**src/rtl/ctrl_pkg.sv**
```systemverilog
// Shared types and encodings for the multicycle RV32I control unit.
// Holds the FSM state enum, opcode constants, ALU operation codes and
// datapath select encodings. Imported by alu_decoder and multicycle_controller.
package ctrl_pkg;

  typedef enum logic [3:0] {
    S_FETCH, S_DECODE, S_MEM_ADR, S_MEM_READ, S_MEM_WB, S_MEM_WRITE,
    S_EXEC_R, S_EXEC_I, S_ALU_WB, S_BRANCH, S_JAL, S_JALR, S_JUMP_PC,
    S_LUI, S_AUIPC, S_HALT
  } state_t;

  // Which family of ALU operation the current state needs.
  typedef enum logic [1:0] {CLS_ADD, CLS_R, CLS_I, CLS_BR} alu_class_t;

  localparam logic [6:0] OP_LOAD   = 7'b0000011;
  localparam logic [6:0] OP_STORE  = 7'b0100011;
  localparam logic [6:0] OP_R      = 7'b0110011;
  localparam logic [6:0] OP_I      = 7'b0010011;
  localparam logic [6:0] OP_BRANCH = 7'b1100011;
  localparam logic [6:0] OP_JAL    = 7'b1101111;
  localparam logic [6:0] OP_JALR   = 7'b1100111;
  localparam logic [6:0] OP_LUI    = 7'b0110111;
  localparam logic [6:0] OP_AUIPC  = 7'b0010111;

  localparam logic [3:0] ALU_ADD  = 4'd0;
  localparam logic [3:0] ALU_SUB  = 4'd1;
  localparam logic [3:0] ALU_AND  = 4'd2;
  localparam logic [3:0] ALU_OR   = 4'd3;
  localparam logic [3:0] ALU_XOR  = 4'd4;
  localparam logic [3:0] ALU_SLL  = 4'd5;
  localparam logic [3:0] ALU_SRL  = 4'd6;
  localparam logic [3:0] ALU_SRA  = 4'd7;
  localparam logic [3:0] ALU_SLT  = 4'd8;
  localparam logic [3:0] ALU_SLTU = 4'd9;

  localparam logic [2:0] IMM_I = 3'd0;
  localparam logic [2:0] IMM_S = 3'd1;
  localparam logic [2:0] IMM_B = 3'd2;
  localparam logic [2:0] IMM_J = 3'd3;
  localparam logic [2:0] IMM_U = 3'd4;

  localparam logic [2:0] RES_ALUOUT = 3'd0;
  localparam logic [2:0] RES_MEM    = 3'd1;
  localparam logic [2:0] RES_PC4    = 3'd2;
  localparam logic [2:0] RES_IMM    = 3'd3;
  localparam logic [2:0] RES_RET    = 3'd4;

  localparam logic [1:0] SRCA_PC    = 2'd0;
  localparam logic [1:0] SRCA_OLDPC = 2'd1;
  localparam logic [1:0] SRCA_RS1   = 2'd2;

  localparam logic [1:0] SRCB_RS2  = 2'd0;
  localparam logic [1:0] SRCB_IMM  = 2'd1;
  localparam logic [1:0] SRCB_FOUR = 2'd2;

endpackage

```
**src/rtl/alu_decoder.sv**
```systemverilog
// Combinational ALU operation decoder.
// Ports: alu_class (operation family requested by the FSM), funct3,
// funct7_b5 (bit 5 of funct7) -> alu_control (ALU operation code).
module alu_decoder
  import ctrl_pkg::*;
(
  input  alu_class_t  alu_class,
  input  logic [2:0]  funct3,
  input  logic        funct7_b5,
  output logic [3:0]  alu_control
);

  always_comb begin
    alu_control = ALU_ADD;
    case (alu_class)
      CLS_R, CLS_I: begin
        case (funct3)
          // funct7[5] selects SUB only for register ops; ADDI has no SUB form.
          3'b000: alu_control = (alu_class == CLS_R && funct7_b5) ? ALU_SUB : ALU_ADD;
          3'b001: alu_control = ALU_SLL;
          3'b010: alu_control = ALU_SLT;
          3'b011: alu_control = ALU_SLTU;
          3'b100: alu_control = ALU_XOR;
          3'b101: alu_control = funct7_b5 ? ALU_SRA : ALU_SRL;
          3'b110: alu_control = ALU_OR;
          3'b111: alu_control = ALU_AND;
          default: alu_control = ALU_ADD;
        endcase
      end
      CLS_BR: begin
        case (funct3[2:1])
          2'b00:   alu_control = ALU_SUB;
          2'b10:   alu_control = ALU_SLT;
          2'b11:   alu_control = ALU_SLTU;
          default: alu_control = ALU_ADD;
        endcase
      end
      default: alu_control = ALU_ADD;
    endcase
  end

endmodule

```
**src/rtl/multicycle_controller.sv**
```systemverilog
// Multicycle RV32I control FSM (Moore outputs; branch PC_write is the
// only output that also depends on the live ALU flags).
// Ports: clk, reset (sync, active-high); op_code/funct3/funct7 of the
// latched instruction; Zero/ALUResultLSB live ALU flags; datapath enables
// adr_src, mem_write, IR_write, reg_write, PC_write; selects result_src,
// alu_src_a, alu_src_b, imm_src; alu_control.
// Build option ILLEGAL_TRAP_EN: adds output illegal_instr and a HALT state
// entered on an unknown opcode or branch funct3 010/011; held until reset.
// Without it, unknown opcodes retire as a NOP.
//
// state       | meaning
// FETCH       | read instruction, PC <= PC+4
// DECODE      | precompute old PC + imm (branch/jump target)
// MEM_ADR     | rs1 + imm address for load/store
// MEM_READ    | present address to memory
// MEM_WB      | write load data to rd
// MEM_WRITE   | store rs2 to memory
// EXEC_R/I    | register / immediate ALU operation
// ALU_WB      | write ALU result to rd
// BRANCH      | compare rs1/rs2, PC <= target when taken
// JAL/JALR    | rd <= return address, compute target
// JUMP_PC     | PC <= target
// LUI/AUIPC   | upper-immediate forms
// HALT        | illegal instruction trap (option only)
module multicycle_controller
  import ctrl_pkg::*;
(
  input  logic       clk,
  input  logic       reset,
  input  logic [6:0] op_code,
  input  logic [2:0] funct3,
  input  logic [6:0] funct7,
  input  logic       Zero,
  input  logic       ALUResultLSB,
  output logic       adr_src,
  output logic       mem_write,
  output logic       IR_write,
  output logic       reg_write,
  output logic       PC_write,
  output logic [2:0] result_src,
  output logic [1:0] alu_src_a,
  output logic [1:0] alu_src_b,
  output logic [2:0] imm_src,
  output logic [3:0] alu_control
`ifdef ILLEGAL_TRAP_EN
  ,
  output logic       illegal_instr
`endif
);

  state_t     state, state_next;
  alu_class_t alu_class;
  logic [3:0] alu_dec;
  logic       branch_taken;
  logic       unused_funct7;

  assign unused_funct7 = ^{funct7[6], funct7[4:0]};

  always_ff @(posedge clk) begin
    if (reset) state <= S_FETCH;
    else       state <= state_next;
  end

  always_comb begin
    case (state)
      S_EXEC_R: alu_class = CLS_R;
      S_EXEC_I: alu_class = CLS_I;
      S_BRANCH: alu_class = CLS_BR;
      default:  alu_class = CLS_ADD;
    endcase
  end

  alu_decoder u_alu_decoder (
    .alu_class   (alu_class),
    .funct3      (funct3),
    .funct7_b5   (funct7[5]),
    .alu_control (alu_dec)
  );

  assign alu_control = reset ? ALU_ADD : alu_dec;

  always_comb begin
    case (funct3)
      3'b000:         branch_taken = Zero;
      3'b001:         branch_taken = !Zero;
      3'b100, 3'b110: branch_taken = ALUResultLSB;
      3'b101, 3'b111: branch_taken = !ALUResultLSB;
      default:        branch_taken = 1'b0;
    endcase
  end

  always_comb begin
    state_next = state;
    adr_src    = 1'b0;
    mem_write  = 1'b0;
    IR_write   = 1'b0;
    reg_write  = 1'b0;
    PC_write   = 1'b0;
    result_src = RES_ALUOUT;
    alu_src_a  = SRCA_PC;
    alu_src_b  = SRCB_RS2;
    imm_src    = IMM_I;
    case (state)
      S_FETCH: begin
        IR_write   = 1'b1;
        PC_write   = 1'b1;
        result_src = RES_PC4;
        state_next = S_DECODE;
      end
      S_DECODE: begin
        alu_src_a = SRCA_OLDPC;
        alu_src_b = SRCB_IMM;
        if (op_code == OP_BRANCH)   imm_src = IMM_B;
        else if (op_code == OP_JAL) imm_src = IMM_J;
        case (op_code)
          OP_LOAD, OP_STORE: state_next = S_MEM_ADR;
          OP_R:              state_next = S_EXEC_R;
          OP_I:              state_next = S_EXEC_I;
`ifdef ILLEGAL_TRAP_EN
          OP_BRANCH:         state_next = (funct3[2:1] == 2'b01) ? S_HALT : S_BRANCH;
`else
          OP_BRANCH:         state_next = S_BRANCH;
`endif
          OP_JAL:            state_next = S_JAL;
          OP_JALR:           state_next = S_JALR;
          OP_LUI:            state_next = S_LUI;
          OP_AUIPC:          state_next = S_AUIPC;
`ifdef ILLEGAL_TRAP_EN
          default:           state_next = S_HALT;
`else
          default:           state_next = S_FETCH;
`endif
        endcase
      end
      S_MEM_ADR: begin
        alu_src_a  = SRCA_RS1;
        alu_src_b  = SRCB_IMM;
        imm_src    = (op_code == OP_STORE) ? IMM_S : IMM_I;
        state_next = (op_code == OP_STORE) ? S_MEM_WRITE : S_MEM_READ;
      end
      S_MEM_READ: begin
        adr_src    = 1'b1;
        state_next = S_MEM_WB;
      end
      S_MEM_WB: begin
        result_src = RES_MEM;
        reg_write  = 1'b1;
        state_next = S_FETCH;
      end
      S_MEM_WRITE: begin
        adr_src    = 1'b1;
        mem_write  = 1'b1;
        state_next = S_FETCH;
      end
      S_EXEC_R: begin
        alu_src_a  = SRCA_RS1;
        state_next = S_ALU_WB;
      end
      S_EXEC_I: begin
        alu_src_a  = SRCA_RS1;
        alu_src_b  = SRCB_IMM;
        state_next = S_ALU_WB;
      end
      S_ALU_WB: begin
        reg_write  = 1'b1;
        state_next = S_FETCH;
      end
      S_BRANCH: begin
        alu_src_a  = SRCA_RS1;
        PC_write   = branch_taken;
        state_next = S_FETCH;
      end
      // ALU keeps old PC + J-immediate so ALU_out holds the target.
      S_JAL: begin
        reg_write  = 1'b1;
        result_src = RES_RET;
        alu_src_a  = SRCA_OLDPC;
        alu_src_b  = SRCB_IMM;
        imm_src    = IMM_J;
        state_next = S_JUMP_PC;
      end
      // Target is registered in ALU_out this cycle, so rd == rs1 is harmless.
      S_JALR: begin
        reg_write  = 1'b1;
        result_src = RES_RET;
        alu_src_a  = SRCA_RS1;
        alu_src_b  = SRCB_IMM;
        state_next = S_JUMP_PC;
      end
      S_JUMP_PC: begin
        PC_write   = 1'b1;
        state_next = S_FETCH;
      end
      S_LUI: begin
        imm_src    = IMM_U;
        result_src = RES_IMM;
        reg_write  = 1'b1;
        state_next = S_FETCH;
      end
      S_AUIPC: begin
        alu_src_a  = SRCA_OLDPC;
        alu_src_b  = SRCB_IMM;
        imm_src    = IMM_U;
        state_next = S_ALU_WB;
      end
      S_HALT: state_next = S_HALT;
      default: state_next = S_FETCH;
    endcase
    if (reset) begin
      adr_src    = 1'b0;
      mem_write  = 1'b0;
      IR_write   = 1'b0;
      reg_write  = 1'b0;
      PC_write   = 1'b0;
      result_src = RES_ALUOUT;
      alu_src_a  = SRCA_PC;
      alu_src_b  = SRCB_RS2;
      imm_src    = IMM_I;
    end
  end

`ifdef ILLEGAL_TRAP_EN
  assign illegal_instr = (state == S_HALT) && !reset;
`endif

endmodule
```
**config.mk**
```make
export PLATFORM = sky130hd
export DESIGN_NAME = multicycle_controller
export DESIGN_NICKNAME = d
export VERILOG_FILES = /design/src/rtl/ctrl_pkg.sv /design/src/rtl/alu_decoder.sv /design/src/rtl/multicycle_controller.sv
export SDC_FILE = /design/constraint.sdc
export NUM_CORES = 1
export LEC_CHECK = 0
export BUFFER_PORTS_ARGS = -buffer_cell sky130_fd_sc_hd__buf_2
export CELL_PAD_IN_SITES_DETAIL_PLACEMENT = 2
export CELL_PAD_IN_SITES_GLOBAL_PLACEMENT = 2
export CORE_MARGIN = 2
export CORE_UTILIZATION = 22
export CTS_CLUSTER_DIAMETER = 200
export CTS_CLUSTER_SIZE = 16
export DETAILED_ROUTE_END_ITERATION = 6
export PLACE_DENSITY = 0.76
export SETUP_SLACK_MARGIN = 0.4
export SYNTH_ARGS = -nofsm -noshare
export SYNTH_HDL_FRONTEND = slang
export SYNTH_SLANG_ARGS = --single-unit
```
**constraint.sdc**
```tcl
create_clock -name clk -period 2.3 [get_ports clk]
set_input_delay 0.46 -clock clk [delete_from_list [all_inputs] [get_ports clk]]
set_output_delay 0.46 -clock clk [all_outputs]
set_load 0.005 [all_outputs]
```
==> impl_results.md, run 1 <==
* Status: finished with violations
* Failing checks: setup timing
* Yosys reg bits at 4
* Design Power at approximately 360 uW
* Most frequent cells in the layout: 31 x buf_2, 21 x buf_4, 12 x nor2_1
* Post-synthesis sequential area ratio at between 8 and 9%
* Total I/O pin count at 40
* Die X at just under 70 um
* Startpoint Class: flip-flop
* Post-synth top area cell: ha_1
* Syn_area_per_cell at ~7 um^2
* Final Skew at around 3 ps
* Final setup margin at -176 ps
* Clk Latency, worst-skew pair at about 220 ps
* Design area at between 1500 and 2000 um^2
* Iter 0 DRT Violations at 14
* Final nets at roughly 210
* CTS buffer count at 3
* Top-area cell type share of the netlist area at 10.8%
* Post-synth EDFFs at 0
* GPL Wtd Cong at 0.784
* Minimum clock period at roughly 2500 ps
* Setup WS pre-CTS at -68.0 ps
* Filler cells at about 470
* Starting Density at 23.0%
* Synthesized area at about 900 um^2
* RSZ-0062 raised after global routing: yes
* Crit Path Max Fanout at 7
* Final Slew Violations at 0
* CTS Root Cell: clkbuf_8
* Antenna Cells at 0
* Power Dens Cells at about 240 nW/um^2
* Area after DPL at about 1200 um^2
* First-pass detailed-route iteration total at 4
* Worst Path Arrival at around 2000 ps
* Vias per inst at between 5 and 6
* Fmax at roughly 0.4 GHz
* Crit. End Element: output pin
* Max reg flops at 4
* Routed Antenna Nets at 0
* CTS tree: done
* Crit Path Class: flip-flop to output pin
* Num Clock Sinks at 4
* Post-DP HPWL at approximately 2900 um
* Remaining global-route overflow at 0
* Vias in the first global route at between 1000 and 1500
* CP required at between 1500 and 2000 ps
* Drt wl/cell at ~18 um
* Maximum number of pins on one net before global-route repair at 13
* Layout cells sized above 1 at roughly 52%
* Chip Height at a little under 70 um
* Most common cell after layout, fill and taps aside: buf_2
* Biggest register: state
* Hold Path Class: input port to flip-flop
* Htree depth at 1
* YS warnings at 0
* Overall die area at 4740 um^2
* Fin. Hold Viols at 0
* Max Buffers Root-to-Sink at 2
* Distinct cells, synth at 44
* Main flop type after synthesis: dfxtp_1
* FP Rows at 23
* Vias at 1181
* Top post-synthesis cells by area: ha_1 11%, dfxtp_1 8.7%, nor2_1 5.3%
* First-pass GRT wire length at 6470 um
* Largest registers: state x4
* Clock slew at reported path FFs at approximately 30 ps
* Setup violations, final at 3
* Final core occ at roughly 37%
* Leakage at ~0.00067 uW
* Total core area at around 4000 um^2
* Tot GR Track Use at between 10% and 20%
* Final Hold Slack at roughly 630 ps
* Area growth, synth to finish at 62.2%
* Routed WL at about 4200 um
* Port Buffers at 32
* Max-cap violations at 0
* Final Cycle Share at 108%
* Synth async-reset ratio at 0%
* Initial antenna violation count at 0
* Remaining routing DRC violations at 0
* Syn_nets at 162
* Cells after Synth at 133
* VDD IR-drop max at roughly 0.15 mV
through the flow:
step | std cells | TNS [ps]
detailed placement | 221 | -68.0
floorplan | 133 | 0
global placement | 221 | -4.89
global route | 231 | -661
CTS | 230 | -375
finish | 231 | -435
power by group:
part	total [uW]	internal (uW)	leakage, uW	switching [uW]
clock network	148	112	0.0000216	36.1
logic	146	71.3	0.000614	75.1
registers	70.5	67.9	0.0000355	2.63
total	365	251	0.000671	114
worst paths after layout:
kind              slack [ps]  startpoint        endpoint  cells past startpoint
hold reg to reg          790    state[1]        state[3]                      3
setup / recovery        -180    state[2]  alu_control[3]                      9
setup reg to reg         580    state[2]        state[0]                      5
hold / removal           630  op_code[3]        state[0]                      3
layout make-up:
cell class                      instances  area [um^2]  area share [%]
Inverter                                5         18.8            1.25
Tap cell                               50         62.6            4.17
Sequential cell                         4         95.1            6.34
Timing Repair Buffer                   57          373            24.9
Clock buffer                            3         41.3            2.75
Multi-Input combinational cell        112          910            60.6
per-layer routing:
| metal | up-vias | share of wire (%) | track usage [%] | wire length, um |
|---|---|---|---|---|
| met5 | - | 0 | 0 | 0 |
| li1 | 568 | - | - | - |
| met3 | 6 | 2.3 | 0.487 | 98 |
| met4 | 0 | 1.6 | 5.15 | 68 |
| met1 | 579 | 42 | 23.1 | 1790 |
| met2 | 28 | 54 | 34.9 | 2280 |
cell families (layout without fill, tap and decap cells):
logic type               after synthesis  in the layout  synth area share [%]
AND/OR/NAND/NOR                       63             63                  40.5
AO/OA/AOI/OAI                         31             31                  21.9
buffers and inverters                 17             65                  8.53
adder cells (fa/ha/maj)                8              8                  10.8
XOR/XNOR                               6              6                  5.68
flip-flops                             4              4                  8.66
multiplexers                           3              3                  3.52
other                                  1              1                 0.406
repair_timing:
item | CTS | global route
gates resized for setup | 27 | 17
buffers inserted | 6 | 1
hold buffers | 0 | 0
pin swaps | 9 | 12
endpoints found under the setup margin | 10 | 12
Yosys cell counts (2+ instances only):
cell type	count
nand4_1	3
and3b_1	3
a31oi_1	5
nand2_1	5
o21ai_0	7
nor3_1	7
nor2b_1	6
a22o_1	2
nor2_1	13
o21bai_1	2
ha_1	8
nand3b_1	3
and2_1	2
dfxtp_1	4
nor4_1	2
xor2_1	2
clkbuf_1	7
xnor2_1	4
mux2_2	2
or3_1	3
a21oi_1	6
buf_2	3
nand2b_1	4
inv_1	5
nand3_1	5
a22oi_1	2
critical path, cell delays in order, from the launching register on:
cell,delay (ps)
dfxtp_4,390
nor2b_4,180
a22o_1,170
buf_6,120
buf_4,110
ha_2,180
o21ai_1,80
mux2_4,290
nor3_4,120
buf_2,150
Note: power is estimated with default switching activity, not from simulation.
==> run 2, diff against run 1 <==
--- a/config.mk
+++ b/config.mk
@@ -8,6 +8,7 @@
 export BUFFER_PORTS_ARGS = -buffer_cell sky130_fd_sc_hd__buf_2
 export CELL_PAD_IN_SITES_DETAIL_PLACEMENT = 2
 export CELL_PAD_IN_SITES_GLOBAL_PLACEMENT = 2
+export CORE_ASPECT_RATIO = 0.7
 export CORE_MARGIN = 2
 export CORE_UTILIZATION = 22
 export CTS_CLUSTER_DIAMETER = 200
@@ -15,6 +16,8 @@
 export DETAILED_ROUTE_END_ITERATION = 6
 export PLACE_DENSITY = 0.76
 export SETUP_SLACK_MARGIN = 0.4
+export SKIP_CTS_REPAIR_TIMING = 1
+export SLEW_MARGIN = 10
 export SYNTH_ARGS = -nofsm -noshare
 export SYNTH_HDL_FRONTEND = slang
 export SYNTH_SLANG_ARGS = --single-unit
==> impl_results.md, run 2 (synthesized netlist as in run 1, its figures left out) <==
* Max-cap violations at 0
* Failing checks: setup timing
* Final nets at 209
* Status: finished with violations
* CP required at roughly 1800 ps
* Crit Path Max Fanout at 7
* Crit Path Class: flip-flop to output pin
* Die X at ~81 um
* Worst path cell trace: nor2b_2 > a22o_4 > inv_1 > ha_2 > or3_4 > buf_12 > nor3_4 > buf_2
* Fin. Hold Viols at 0
* Routed Antenna Nets at 0
* Largest stage delay, worst path at approximately 400 ps
* Max reg flops at 4
* Filler cells at between 400 and 500
* Crit. End Element: output pin
* Final setup margin at -330 ps
* VDD IR-drop max at ~0.20 mV
* Antenna Cells at 0
* Area of the multi-input gates at ~910 um^2
* Final Skew at 0.310 ps
* Tot GR Track Use at ~17%
* Layout cells sized above 1 at between 50% and 60%
* Post-DP HPWL at between 3000 and 4000 um
* Max Buffers Root-to-Sink at 2
* Leakage at ~0.00066 uW
* Setup violations, final at 3
* Final Non-Filler Cells at 230
* RSZ-0062 raised after global routing: yes
* Num Clock Sinks at 4
* Slowest-stage cell, CP: dfxtp_4
* Port Buffers at 32
* Most common cell after layout, fill and taps aside: buf_2
* Chip Height at 58.2 um
* Biggest register: state
* CTS tree: done
* Routed WL at slightly below 5000 um
* Final Cycle Share at 114%
* Power Dens Cells at 248 nW/um^2
* CTS buffer count at 3
* Clock slew at reported path FFs at about 30 ps
* Hold Path Class: input port to flip-flop
* Placed cell count at around 220
* Minimum clock period at ~2600 ps
* Area growth, synth to finish at 60.9%
* Vias per inst at around 5.3
* Total core area at approximately 4000 um^2
* FP Rows at 19
* Htree depth at 1
* Final Hold Slack at 642 ps
* Clk Latency, worst-skew pair at approximately 230 ps
* Largest registers: state x4
* Total I/O pin count at 40
* Remaining global-route overflow at 0
* Vias in the first global route at between 1000 and 1500
* Startpoint Class: flip-flop
* Iter 0 DRT Violations at 33
* Area after DPL at roughly 1200 um^2
* First-pass GRT wire length at roughly 6200 um
* Maximum number of pins on one net before global-route repair at 18
* Fmax at approximately 0.38 GHz
* Setup WS pre-CTS at -152 ps
* Drt wl/cell at approximately 21 um
* Vias at approximately 1200
* Overall die area at 4750 um^2
* Initial antenna violation count at 0
* GPL Wtd Cong at about 0.85
* Design area at roughly 1500 um^2
* First-pass detailed-route iteration total at 4
* Most frequent cells in the layout: 31 x buf_2, 16 x buf_4, 12 x nor2_1
* Register area at 92.6 um^2
* Remaining routing DRC violations at 0
* Starting Density at a little under a quarter
* Final Slew Violations at 0
* CTS Root Cell: clkbuf_8
* Final core occ at 37.5%
* Worst Path Arrival at 2170 ps
[run 2: cell types whose count changed in the layout (fill, tap and decap cells not counted), moves of 2 or more]
cell / delta
buf_4: -5
buf_6: +2
nor2b_2: +2
nor2b_4: -2
[run 2: path summary, 6_finish.rpt]
kind | from | endpoint | slack [ps] | cells after the start
setup / recovery | state[2] | alu_control[1] | -330 | 8
hold / removal | op_code[3] | state[0] | 640 | 3
setup reg to reg | state[1] | state[0] | 590 | 6
hold reg to reg | state[1] | state[3] | 700 | 3
[run 2: critical path: cells and delay by family (launching register included)]
kind / cells / cell delay, ps
AOI/OAI and AO/OA: 1 / 190
and+or+nand+nor: 3 / 810
buffers and inverters: 3 / 350
DFF: 1 / 400
adders and majority gates: 1 / 190
[run 2: final cells by class]
type | count | share of cell area [%]
flip-flops and latches | 4 | 6.22
inverters | 5 | 1.26
repair buffers | 54 | 24.4
clock buffers | 3 | 2.78
multi-input cells | 112 | 61.0
well taps | 52 | 4.37
[run 2: power breakdown]
part	leakage [uW]	total, uW	switching, uW	internal [uW]
Clock	0.0000216	160	47.0	113
Combinational	0.000599	138	78.1	60.1
Sequential	0.0000352	71.2	2.94	68.2
[run 2: through the flow]
stage | total power (uW) | TNS [ps]
after floorplan | 138 | 0
after global placement | 181 | -46.3
after detailed placement | 190 | -264
after CTS | 343 | -1110
after global routing | 387 | -1060
final | 369 | -806
[run 2: routing by layer]
metal | routed length, um | part of all wire, % | track usage (%)
met1 | 2240 | 45 | 21.9
met3 | 182 | 3.7 | 3.43
met2 | 2450 | 50 | 29.3
met5 | 0 | 0 | 0
met4 | 55 | 1.1 | 3.39
